`config.mk`:
```
export PLATFORM = sky130hd
export DESIGN_NAME = shift_transmitter
export DESIGN_NICKNAME = d
export VERILOG_FILES = /design/src/rtl/shift_transmitter.sv
export SDC_FILE = /design/constraint.sdc
export NUM_CORES = 1
export LEC_CHECK = 0
export ABC_CLOCK_PERIOD_IN_PS = 4200
export BUFFER_PORTS_ARGS = -buffer_cell sky130_fd_sc_hd__buf_2
export CAP_MARGIN = 20
export CORE_UTILIZATION = 55
export DETAILED_ROUTE_END_ITERATION = 10
export PLACE_DENSITY = 0.76
export SETUP_SLACK_MARGIN = 0.15
export SYNTH_ARGS = -nofsm -noshare
export SYNTH_HDL_FRONTEND = slang
export SYNTH_SLANG_ARGS = --single-unit
```
`constraint.sdc`:
```
create_clock -name clock -period 4.2 [get_ports clock]
set_clock_uncertainty 0.05 [all_clocks]
set_input_delay 1.05 -clock clock [delete_from_list [all_inputs] [get_ports clock]]
set_output_delay 1.05 -clock clock [all_outputs]
set_load 0.03 [all_outputs]
```
`src/rtl/shift_transmitter.sv`:
```
`default_nettype none
// ============================================================================
// shift_transmitter - framed parallel-to-serial transmitter (start/data/stop)
// Rev 1.0
// ============================================================================
module shift_transmitter #(
    parameter int WIDTH        = 8,
    parameter int CLKS_PER_BIT = 16,
    parameter int LEFT         = 1
) (
    input  logic             clock,
    input  logic             reset_L,
    input  logic [WIDTH-1:0] data,
    input  logic             valid,
    output logic             ready,
    output logic             serial,
    output logic             busy,
    output logic             done
);

    localparam int CNT_W = $clog2(CLKS_PER_BIT + 1);
    localparam int IDX_W = $clog2(WIDTH + 1);

    localparam logic [CNT_W-1:0] C_CNT_LAST = CNT_W'(CLKS_PER_BIT - 1);
    localparam logic [CNT_W-1:0] C_CNT_ONE  = CNT_W'(1);
    localparam logic [IDX_W-1:0] C_IDX_LAST = IDX_W'(WIDTH);
    localparam logic [IDX_W-1:0] C_IDX_ONE  = IDX_W'(1);

    typedef enum logic [1:0] {
        IDLE  = 2'd0,
        START = 2'd1,
        DATA  = 2'd2,
        STOP  = 2'd3
    } state_t;

    state_t           r_state, w_state_nxt;
    logic [CNT_W-1:0] r_cnt, w_cnt_nxt;
    logic [IDX_W-1:0] r_idx, w_idx_nxt;
    logic [WIDTH-1:0] r_shreg, w_shreg_nxt;
    logic             r_serial, w_serial_nxt;
    logic             r_done, w_done_nxt;

    logic             w_bit_end;
    logic             w_out_bit;
    logic [WIDTH-1:0] w_shifted;

    // Bit order selects which end of the shift register feeds the line.
    generate
        if (LEFT != 0) begin : g_msb_first
            assign w_out_bit = r_shreg[WIDTH-1];
            assign w_shifted = {r_shreg[WIDTH-2:0], 1'b0};
        end else begin : g_lsb_first
            assign w_out_bit = r_shreg[0];
            assign w_shifted = {1'b0, r_shreg[WIDTH-1:1]};
        end
    endgenerate

    assign w_bit_end = (r_cnt == C_CNT_LAST);

    always_comb begin
        w_state_nxt  = r_state;
        w_cnt_nxt    = r_cnt;
        w_idx_nxt    = r_idx;
        w_shreg_nxt  = r_shreg;
        w_serial_nxt = r_serial;
        w_done_nxt   = 1'b0;
        case (r_state)
            IDLE: begin
                w_serial_nxt = 1'b1;
                if (valid) begin
                    w_state_nxt  = START;
                    w_cnt_nxt    = '0;
                    w_idx_nxt    = '0;
                    w_shreg_nxt  = data;
                    w_serial_nxt = 1'b0;
                end
            end
            START: begin
                if (w_bit_end) begin
                    w_state_nxt  = DATA;
                    w_cnt_nxt    = '0;
                    w_idx_nxt    = C_IDX_ONE;
                    w_serial_nxt = w_out_bit;
                    w_shreg_nxt  = w_shifted;
                end else begin
                    w_cnt_nxt = r_cnt + C_CNT_ONE;
                end
            end
            DATA: begin
                if (w_bit_end) begin
                    w_cnt_nxt = '0;
                    if (r_idx == C_IDX_LAST) begin
                        w_state_nxt  = STOP;
                        w_serial_nxt = 1'b1;
                    end else begin
                        w_idx_nxt    = r_idx + C_IDX_ONE;
                        w_serial_nxt = w_out_bit;
                        w_shreg_nxt  = w_shifted;
                    end
                end else begin
                    w_cnt_nxt = r_cnt + C_CNT_ONE;
                end
            end
            STOP: begin
                if (w_bit_end) begin
                    w_state_nxt  = IDLE;
                    w_cnt_nxt    = '0;
                    w_idx_nxt    = '0;
                    w_serial_nxt = 1'b1;
                    w_done_nxt   = 1'b1;
                end else begin
                    w_cnt_nxt = r_cnt + C_CNT_ONE;
                end
            end
            default: begin
                w_state_nxt  = IDLE;
                w_serial_nxt = 1'b1;
            end
        endcase
    end

    always_ff @(posedge clock) begin
        if (!reset_L) begin
            r_state  <= IDLE;
            r_cnt    <= '0;
            r_idx    <= '0;
            r_shreg  <= '0;
            r_serial <= 1'b1;
            r_done   <= 1'b0;
        end else begin
            r_state  <= w_state_nxt;
            r_cnt    <= w_cnt_nxt;
            r_idx    <= w_idx_nxt;
            r_shreg  <= w_shreg_nxt;
            r_serial <= w_serial_nxt;
            r_done   <= w_done_nxt;
        end
    end

    assign ready  = (r_state == IDLE);
    assign busy   = (r_state != IDLE);
    assign serial = r_serial;
    assign done   = r_done;

endmodule
`default_nettype wire
```
=== Yosys cells after proc, flatten, opt, wreduce, memory -nomap -nowiden ===
Index checks and enable logic that the tools add are counted.

* Bits in registers: 21
* Word-level logic and storage cells: 55

* Reductions and logical operators: 9
* Equality and inequality tests: 11
* Add/sub/neg operators: 2
* Muxes and demuxes: 27

{| class="wikitable"
|+ Operator list
! operator !! number
|-
| 8-bit 2-to-1 mux || 4
|-
| 8-bit case mux with 3 select lines || 1
|-
| 4-bit 2-to-1 mux || 5
|-
| 4-bit case mux with 4 select lines || 1
|-
| 5-bit AND reduction || 3
|-
| 2-bit != test, second input constant || 6
|-
| 2-bit 2-to-1 mux || 5
|-
| 5-bit 2-to-1 mux || 2
|-
| 5-bit case mux with 2 select lines || 1
|-
| 2-bit case mux with 4 select lines || 1
|-
| 1-bit 2-to-1 mux || 6
|-
| 5-bit by 1-bit adder with 5-bit output, second input constant || 1
|-
| 5-bit by 4-bit == test with 1-bit output, second input constant || 1
|-
| 4-bit by 1-bit adder with 4-bit output, second input constant || 1
|-
| 2-bit == test, second input constant || 2
|-
| 4-bit == test, second input constant || 1
|-
| 1-bit case mux with 4 select lines || 1
|-
| 3-bit AND reduction || 1
|-
| 3-bit nonzero test || 1
|-
| 3-bit OR reduction || 1
|-
| 2-bit by 1-bit == test with 1-bit output, second input constant || 1
|-
| 2-bit logical NOT || 1
|-
| 2-bit AND reduction || 1
|-
| 2-bit nonzero test || 1
|}

=== Logic depth before layout (Yosys ltp) ===
Gate-level depths: netlist of run 1.

* Depth after elaboration: 4
* Gate-level depth with buffers: 7
* Mapped depth without buffers: 6

=== Least setup slack after synthesis of run 1 ===
No wires, ideal clock.

* Kind: register -> output
* Start point: reg r_state[0]
* End point: out busy
* Slack: 2.067 ns
* Data arrival time: 1.033 ns
* Cell stages (with the launch flop): 4
* Required time: 3.100 ns
* Path through: dfxtp_1 -> inv_1 -> ha_1 -> inv_1

* Word-level cells in the longest chain between the ends: 1

{| class="wikitable"
|+ Ends and longest elaborated chain
! what !! RTL line !! source
|-
| from (decl) || 36 || <nowiki>state_t r_state, w_state_nxt;</nowiki>
|-
| from (signal assigned) || 131 || <nowiki>r_state <= w_state_nxt;</nowiki>
|-
| 2-bit nonzero test || 141 || <nowiki>assign busy = (r_state != IDLE);</nowiki>
|-
| to (decl) || 17 || <nowiki>output logic busy,</nowiki>
|}

Every way passes these cells.

=== Worst setup path after layout of run 1 ===
Same ends and word-level chain as after synthesis.

==> impl_metrics.prom, run 1 <==
# TYPE chip_impl_metric gauge
chip_impl_metric{name="power_switching",unit="mW"} 0.383
chip_impl_metric{name="power_density_over_the_cells",unit="mW/mm^2"} 679
chip_impl_info{name="crit_path_end_kind",value="primary output"} 1
chip_impl_info{name="r2r_start",value="r_state[0]$_SDFFE_PN0P_"} 1
chip_impl_metric{name="setup_viol",unit=""} 0
chip_impl_metric{name="hpwl",unit="um"} 1560
chip_impl_info{name="rr_endpoint",value="r_shreg[0]$_SDFFE_PN0P_"} 1
chip_impl_metric{name="clkTransAtPathRegs",unit="ns"} 0.11
chip_impl_metric{name="antennaDiodeCount",unit=""} 0
chip_impl_info{name="synth_top_cell_by_area",value="dfxtp_1"} 1
chip_impl_metric{name="tritoncts.num_buffers",unit=""} 3
chip_impl_metric{name="worst_reg_to_reg_path_cell_count",unit=""} 6
chip_impl_metric{name="swShare",unit="%"} 42.0
chip_impl_metric{name="drt-initial-drc-count",unit=""} 16
chip_impl_metric{name="grt_antenna_before_repair",unit=""} 0
chip_impl_metric{name="ir_worst_vdd",unit="mV"} 0.448
chip_impl_metric{name="cts_post_setup_buffers_inserted",unit=""} 0
chip_impl_metric{name="htree_levels",unit=""} 1
chip_impl_metric{name="required",unit="ns"} 3.10
chip_impl_info{name="worst_hold_startpoint",value="r_shreg[4]$_SDFFE_PN0P_"} 1
chip_impl_metric{name="count_of_buffers_from_port_buffering",unit=""} 14
chip_impl_metric{name="max-clock-path-buffers",unit=""} 2
chip_impl_metric{name="grt_max_degree",unit=""} 33
chip_impl_info{name="clock_tree_from_tritoncts",value="built"} 1
chip_impl_metric{name="combinational_power_share",unit="%"} 57.0
chip_impl_metric{name="worst_pin_slew",unit="ns"} 0.867
chip_impl_metric{name="synthDominantCellAreaShare",unit="%"} 34.0
chip_impl_metric{name="hold_ws",unit="ns"} 0.413
chip_impl_info{name="ctsRootBufferMaster",value="clkbuf_4"} 1
chip_impl_metric{name="hold_viol",unit=""} 0
chip_impl_metric{name="postcts_resize_cnt",unit=""} 0
chip_impl_metric{name="remaining_drc_errors",unit=""} 0
chip_impl_metric{name="power.leakage",unit="nW"} 0.561
chip_impl_metric{name="postSynthAreaPerCell",unit="sq um"} 9.17
chip_impl_metric{name="ys_async_sr_fraction",unit="%"} 0
chip_impl_metric{name="internal_power",unit="mW"} 0.528
chip_impl_metric{name="fp.dieW",unit="um"} 49.4
chip_impl_metric{name="pwr-share-seq",unit="%"} 32.6
chip_impl_info{name="run_status",value="complete, no violations"} 1
chip_impl_metric{name="start_util",unit="%"} 60.6
chip_impl_metric{name="cts.sinks",unit=""} 21
chip_impl_metric{name="first_global_vias",unit=""} 895
chip_impl_metric{name="reg2reg_setup_slack",unit="ns"} 2.10
chip_impl_metric{name="pin_count",unit=""} 15
chip_impl_metric{name="die_area",unit="sq mm"} 0.00244
chip_impl_metric{name="synth_seq_area_share",unit="%"} 34.0
chip_impl_metric{name="coreArea",unit="sq mm"} 0.00204
chip_impl_metric{name="tns",unit="ns"} 0
chip_impl_metric{name="layout-drive-gt1-share",unit="%"} 21.1
chip_impl_metric{name="layout_worst_path_cycle_share",unit="%"} 56.5
chip_impl_metric{name="avg_wl_per_cell",unit="um"} 12.5
chip_impl_info{name="hold_path.class",value="reg2reg"} 1
chip_impl_metric{name="fin_nets",unit=""} 168
chip_impl_metric{name="slew_headroom",unit="%"} 42.1
chip_impl_metric{name="worstHoldPathCells",unit=""} 2
chip_impl_metric{name="clk-insertion-delay-late",unit="ns"} 0.30
chip_impl_metric{name="drv_slew",unit=""} 0
chip_impl_metric{name="gpl.final_weighted_congestion",unit=""} 0.822
chip_impl_info{name="start_point_of_the_critical_path",value="r_state[0]$_SDFFE_PN0P_"} 1
chip_impl_info{name="crit_type",value="reg2out"} 1
chip_impl_metric{name="synth.ff_latch_count",unit=""} 21
chip_impl_info{name="min_to",value="r_shreg[4]$_SDFFE_PN0P_"} 1
chip_impl_metric{name="syn2layout_area_growth",unit="%"} 8.39
chip_impl_metric{name="post-route-min-period",unit="ns"} 2.37
chip_impl_metric{name="drt-pass1-iter-count",unit=""} 4
chip_impl_metric{name="global_route_wire_length_before_repair",unit="um"} 3780
chip_impl_metric{name="grt-ovfl-total",unit=""} 0
chip_impl_metric{name="synth.distinct_cells",unit=""} 40
chip_impl_metric{name="cell_count_final_fillers_out",unit=""} 174
chip_impl_metric{name="final_util",unit="%"} 65.7
chip_impl_metric{name="avgViaCountPerCell",unit=""} 5.59
chip_impl_metric{name="synth_nets",unit=""} 155
chip_impl_metric{name="fill_cells",unit=""} 185
chip_impl_info{name="main_area_contributors_after_synthesis",value="dfxtp_1 34%, ha_1 9.1%, mux2i_1 8.9%"} 1
chip_impl_metric{name="antenna_left",unit=""} 0
chip_impl_metric{name="cts_hold_buffers",unit=""} 0
chip_impl_metric{name="post-place-cells",unit=""} 170
chip_impl_metric{name="routed_wirelength",unit="um"} 2180
chip_impl_metric{name="clock_power_share",unit="%"} 10.4
chip_impl_metric{name="grt_usage",unit="%"} 19.6
chip_impl_info{name="mostFrequentLayoutCells",value="22 x nand2_1, 21 x dfxtp_1, 14 x buf_2"} 1
chip_impl_metric{name="row_count",unit=""} 16
chip_impl_info{name="grt_setup_unrepaired",value="no"} 1
chip_impl_metric{name="syn-instance-count",unit=""} 135
chip_impl_metric{name="post_synth_instance_area",unit="sq mm"} 0.00124
chip_impl_metric{name="number_of_enable_type_register_cells_in_the_synthesized_netlist",unit=""} 0
chip_impl_metric{name="fmax",unit="GHz"} 0.421
chip_impl_metric{name="cap_viol_max_count",unit=""} 0
chip_impl_metric{name="critical_path.max_fanout",unit=""} 5
chip_impl_metric{name="critPathArrivalTime",unit="ns"} 1.27
chip_impl_info{name="synthFlopType",value="dfxtp_1"} 1
chip_impl_metric{name="vias",unit=""} 973
chip_impl_info{name="layout_commonest_cell",value="nand2_1"} 1
chip_impl_info{name="cp-start-kind",value="flip-flop"} 1
chip_impl_metric{name="number_of_synthesis_warnings",unit=""} 0
chip_impl_metric{name="die_height",unit="um"} 49.4
-- how the worst max path moves through the flow --
stage | end | depth (start not counted)
global placement | r_shreg[0]$_SDFFE_PN0P_ | 5
CTS | busy | 4
global route | busy | 4
detailed placement | r_shreg[0]$_SDFFE_PN0P_ | 5
floorplan | busy | 3
finish | busy | 4
-- Yosys cell counts (2+ instances only) --
cell type,number
nor3_1,2
nand2_1,22
a21oi_1,5
dfxtp_1,21
buf_2,3
nand4_1,2
clkbuf_1,3
o21ai_0,4
inv_1,7
mux2i_1,11
nor2_1,6
ha_1,9
nor2b_1,4
nand3_1,2
a21boi_0,2
mux2_2,7
o21a_1,2
-- power by group through the flow --
stage               registers, mW  clock network (mW)  logic (mW)
detailed placement          0.300                   0       0.519
global placement            0.297                   0       0.507
finish                      0.297              0.0947       0.519
floorplan                   0.299                   0       0.434
global route                0.306               0.107       0.566
CTS                         0.297              0.0976       0.522
-- layout make-up --
cell class / count / area (sq um) / area share, %
flip-flops and latches: 21 / 420 / 31.3
inverters: 7 / 26.3 / 1.96
clock buffers: 4 / 26.3 / 1.96
multi-input cells: 101 / 764 / 57.0
repair buffers: 14 / 70.1 / 5.22
well taps: 27 / 33.8 / 2.52
-- logic make-up after synthesis --
logic type                 synth area share (%)
and+or+nand+nor                            20.3
AOI/OAI and AO/OA                          17.1
DFF                                        34.0
muxes                                      15.3
buffers and inverters                      4.25
adders and majority gates                  9.10
-- worst max-delay path: stages (launching register included) --
cell and delay [ns]:
dfxtp_1 0.41, inv_1 0.10, ha_1 0.23, inv_1 0.05, buf_2 0.18
-- layer usage --
layer	part of all wire, %	vias up	global-route usage [%]
met1	49	458	24.2
met2	48	14	35.2
met4	0.64	0	4.29
met5	0	-	0
met3	2.4	2	3.74
li1	-	499	-
-- through the flow --
stage / worst slack (ns) / cell area, sq um / total power [mW]
6_report: 1.83 / 1340 / 0.910
3_5_place_dp: 1.62 / 1320 / 0.819
5_1_grt: 1.73 / 1340 / 0.979
4_1_cts: 1.81 / 1340 / 0.917
2_1_floorplan: 2.07 / 1240 / 0.733
3_3_place_gp: 1.72 / 1320 / 0.804
-- sequential cells by signal, indices dropped and copies added (netlist names) --
register and flops:
serial 1, done 1, r_cnt 5, r_idx 4
r_shreg 8, r_state 2
Note: power is estimated with default switching activity, not from simulation.
==> run 2, diff against run 1 <==
ABC_AREA = 1   (was default)
ABC_CLOCK_PERIOD_IN_PS = 2100   (was 4200)
CORE_UTILIZATION = 51   (was 55)
PLACE_DENSITY = 0.74   (was 0.76)
clock period = 2.1 ns   (was 4.2 ns; I/O delays follow)
==> run 2 against run 1 <==
  * Utilization is 5.8 points lower
  * Wire length is 6.4% higher
  * Register-to-register slack worse by 1.8 ns
  * Sequential share of layout area is 0.28 points higher
  * Via count is 11% higher
  * Worst hold slack better by 0.032 ns
  * Worst setup slack worse by 1.6 ns
  * Critical path type unchanged
  * Critical endpoint unchanged
  * Largest cell class unchanged
==> impl_metrics.prom, run 2 <==
# TYPE chip_impl_metric gauge
chip_impl_metric{name="clk-insertion-delay-late",unit="ns"} 0.32
chip_impl_metric{name="fp.dieW",unit="um"} 50.8
chip_impl_info{name="clock_tree_from_tritoncts",value="built"} 1
chip_impl_metric{name="fill_cells",unit=""} 213
chip_impl_metric{name="synth_fa_ha_area_share",unit="%"} 9.29
chip_impl_metric{name="postSynthAreaPerCell",unit="sq um"} 7.05
chip_impl_metric{name="synthDominantCellAreaShare",unit="%"} 34.7
chip_impl_metric{name="die_area",unit="sq mm"} 0.00258
chip_impl_info{name="grt_setup_unrepaired",value="yes"} 1
chip_impl_metric{name="fmax",unit="GHz"} 0.531
chip_impl_metric{name="synth.distinct_cells",unit=""} 21
chip_impl_metric{name="cts.sinks",unit=""} 21
chip_impl_metric{name="number_of_enable_type_register_cells_in_the_synthesized_netlist",unit=""} 0
chip_impl_metric{name="cap_viol_max_count",unit=""} 0
chip_impl_metric{name="synth_nets",unit=""} 192
chip_impl_info{name="largest_register",value="r_shreg"} 1
chip_impl_metric{name="antenna_left",unit=""} 0
chip_impl_metric{name="synth_seq_area_share",unit="%"} 34.7
chip_impl_metric{name="vias",unit=""} 1084
chip_impl_metric{name="synth_simple_gate_area_share",unit="%"} 33.2
chip_impl_info{name="synth_top_family_by_area",value="simple AND/OR/NAND/NOR gates"} 1
chip_impl_metric{name="synth.ff_latch_count",unit=""} 21
chip_impl_metric{name="grt_antenna_before_repair",unit=""} 0
chip_impl_metric{name="number_of_synthesis_warnings",unit=""} 0
chip_impl_metric{name="die_height",unit="um"} 50.8
chip_impl_metric{name="critPathArrivalTime",unit="ns"} 1.31
chip_impl_metric{name="layout-drive-gt1-share",unit="%"} 14.4
chip_impl_metric{name="syn2layout_area_growth",unit="%"} 10.3
chip_impl_metric{name="max-clock-path-buffers",unit=""} 2
chip_impl_metric{name="worst_pin_slew",unit="ns"} 0.342
chip_impl_info{name="ctsRootBufferMaster",value="clkbuf_4"} 1
chip_impl_info{name="post-synth-top-count-cell",value="nand2_1"} 1
chip_impl_metric{name="htree_levels",unit=""} 1
chip_impl_metric{name="synth_compound_area_share",unit="%"} 6.81
chip_impl_metric{name="pin_count",unit=""} 15
chip_impl_metric{name="hold_ws",unit="ns"} 0.446
chip_impl_metric{name="ir_worst_vdd",unit="mV"} 0.866
chip_impl_info{name="cp-start-kind",value="flip-flop"} 1
chip_impl_metric{name="power.leakage",unit="nW"} 0.649
chip_impl_metric{name="routed_wirelength",unit="um"} 2320
chip_impl_metric{name="slew_headroom",unit="%"} 77.0
chip_impl_info{name="yosys-top-cells-count",value="37 x nand2_1, 33 x nor2_1, 23 x inv_1"} 1
chip_impl_metric{name="gpl.final_weighted_congestion",unit=""} 0.844
chip_impl_metric{name="fin_nets",unit=""} 208
chip_impl_metric{name="drt-initial-drc-count",unit=""} 14
chip_impl_metric{name="required",unit="ns"} 1.52
chip_impl_metric{name="avg_wl_per_cell",unit="um"} 10.8
chip_impl_metric{name="grt_usage",unit="%"} 20.7
chip_impl_metric{name="power_density_over_the_cells",unit="mW/mm^2"} 1360
chip_impl_metric{name="global_route_wire_length_before_repair",unit="um"} 4020
chip_impl_metric{name="avgViaCountPerCell",unit=""} 5.04
chip_impl_metric{name="critical_path.max_fanout",unit=""} 5
chip_impl_metric{name="cts_hold_buffers",unit=""} 0
chip_impl_info{name="crit_type",value="reg2out"} 1
chip_impl_metric{name="yosys-mux-area-fraction",unit="%"} 5.78
chip_impl_metric{name="coreArea",unit="sq mm"} 0.00223
chip_impl_metric{name="grt-ovfl-total",unit=""} 0
chip_impl_metric{name="row_count",unit=""} 17
chip_impl_metric{name="tritoncts.num_buffers",unit=""} 3
chip_impl_metric{name="start_util",unit="%"} 54.3
chip_impl_metric{name="hold_viol",unit=""} 0
chip_impl_metric{name="ys_async_sr_fraction",unit="%"} 0
chip_impl_info{name="run_status",value="complete, no violations"} 1
chip_impl_info{name="mostFrequentLayoutCells",value="36 x nand2_1, 33 x nor2_1, 23 x inv_1"} 1
chip_impl_metric{name="layout_worst_path_cycle_share",unit="%"} 89.7
chip_impl_info{name="synthFlopType",value="dfxtp_1"} 1
chip_impl_metric{name="post_synth_instance_area",unit="sq mm"} 0.00121
chip_impl_metric{name="syn-instance-count",unit=""} 172
chip_impl_metric{name="synth_xor_area_share",unit="%"} 1.44
chip_impl_metric{name="clkTransAtPathRegs",unit="ns"} 0.13
chip_impl_metric{name="tns",unit="ns"} 0
chip_impl_metric{name="count_of_buffers_from_port_buffering",unit=""} 14
chip_impl_info{name="layout_commonest_cell",value="nand2_1"} 1
chip_impl_metric{name="antennaDiodeCount",unit=""} 0
chip_impl_metric{name="remaining_drc_errors",unit=""} 0
chip_impl_metric{name="post-route-min-period",unit="ns"} 1.88
chip_impl_metric{name="setup_viol",unit=""} 0
chip_impl_info{name="largestRegisters",value="r_shreg: 8 flops, r_cnt: 5 flops, r_idx: 4 flops"} 1
chip_impl_metric{name="drv_slew",unit=""} 0
chip_impl_metric{name="flip_flop_count_of_the_largest_register_after_layout",unit=""} 8
chip_impl_metric{name="drt-pass1-iter-count",unit=""} 4
chip_impl_metric{name="first_global_vias",unit=""} 996
chip_impl_metric{name="grt_max_degree",unit=""} 17
chip_impl_metric{name="hpwl",unit="um"} 1730
chip_impl_info{name="synth_top_cell_by_area",value="dfxtp_1"} 1
chip_impl_info{name="crit_path_end_kind",value="primary output"} 1
chip_impl_info{name="main_area_contributors_after_synthesis",value="dfxtp_1 35%, nand2_1 11%, nor2_1 10%"} 1
chip_impl_info{name="hold_path.class",value="reg2reg"} 1
run 2: changes by cell type in the layout (fill, tap and decap cells not counted), sizes merged, moves of 2 or more:
cell / change
nor2b: -4
nand3: +9
nand2: +17
a21oi: +4
nor2: +29
mux2i: -4
nand4: +2
a21boi: -2
o21a: -2
mux2: -7
inv: +16
run 2: kinds of logic (layout without fill, tap and decap cells):
group,Yosys count,after routing
fa+ha+maj,9,9
mux,7,7
xor+xnor,2,2
compound gates,16,16
simple gates,91,91
buf+inv,26,41
flops,21,21
run 2: per-layer routing:
metal | part of all wire [%] | wire length, um | GRT usage, % | up-vias
met2 | 48 | 1110 | 36.9 | 31
met4 | 2.4 | 56 | 13.0 | 0
met1 | 46 | 1080 | 22.7 | 472
met3 | 3.4 | 78 | 3.03 | 8
met5 | 0 | 0 | 0 | -
li1 | - | - | - | 573
run 2: timing repair:
item	in CTS	in global routing
pin swaps	0	1
setup endpoints to repair	1	5
buffers inserted	0	0
gates cloned	0	0
resized for setup	1	3
endpoints found under the hold margin	0	0
run 2: final cells by class:
type | instances | area [sq um] | area share, %
clock inverter | 1 | 7.51 | 0.561
tap | 28 | 35.0 | 2.62
multi-input combinational | 125 | 691 | 51.6
inverter | 23 | 86.3 | 6.45
timing repair buffer | 14 | 72.6 | 5.43
clock buffer | 3 | 22.5 | 1.68
sequential | 21 | 423 | 31.6
run 2: stage by stage:
step           cells  util (%)  worst slack [ns]  total power [mW]  cell area, sq um
4_1_cts          215      59.6             0.187              1.81              1330
6_report         215      59.9             0.216              1.82              1340
3_3_place_gp     211      58.2             0.383              1.57              1300
2_1_floorplan    172         -             0.227              1.43              1210
3_5_place_dp     211      58.2             0.330              1.60              1300
5_1_grt          215      59.9             0.139              1.99              1340
run 2: where the power goes:
group          total [mW]  internal, mW  switching [mW]  leakage [nW]
clock               0.206        0.0728           0.133        0.0139
combinational        1.01         0.372           0.641         0.461
sequential          0.600         0.516          0.0837         0.173
run 2: final timing paths:
check                           from                      end  slack (ns)  depth (start not counted)
max          r_state[0]$_SDFFE_PN0P_                     busy        0.22                          4
min          r_shreg[2]$_SDFFE_PN0P_  r_shreg[2]$_SDFFE_PN0P_        0.45                          2
max reg2reg  r_state[0]$_SDFFE_PN0P_    r_idx[2]$_SDFFE_PN0P_        0.35                         11
min reg2reg  r_shreg[2]$_SDFFE_PN0P_  r_shreg[2]$_SDFFE_PN0P_        0.45                          2
run 2: critical path, cell delays in order, from the launching register on:
cell and delay (ns):
dfxtp_2 0.40, inv_1 0.09, ha_2 0.19, inv_1 0.11, clkbuf_4 0.21
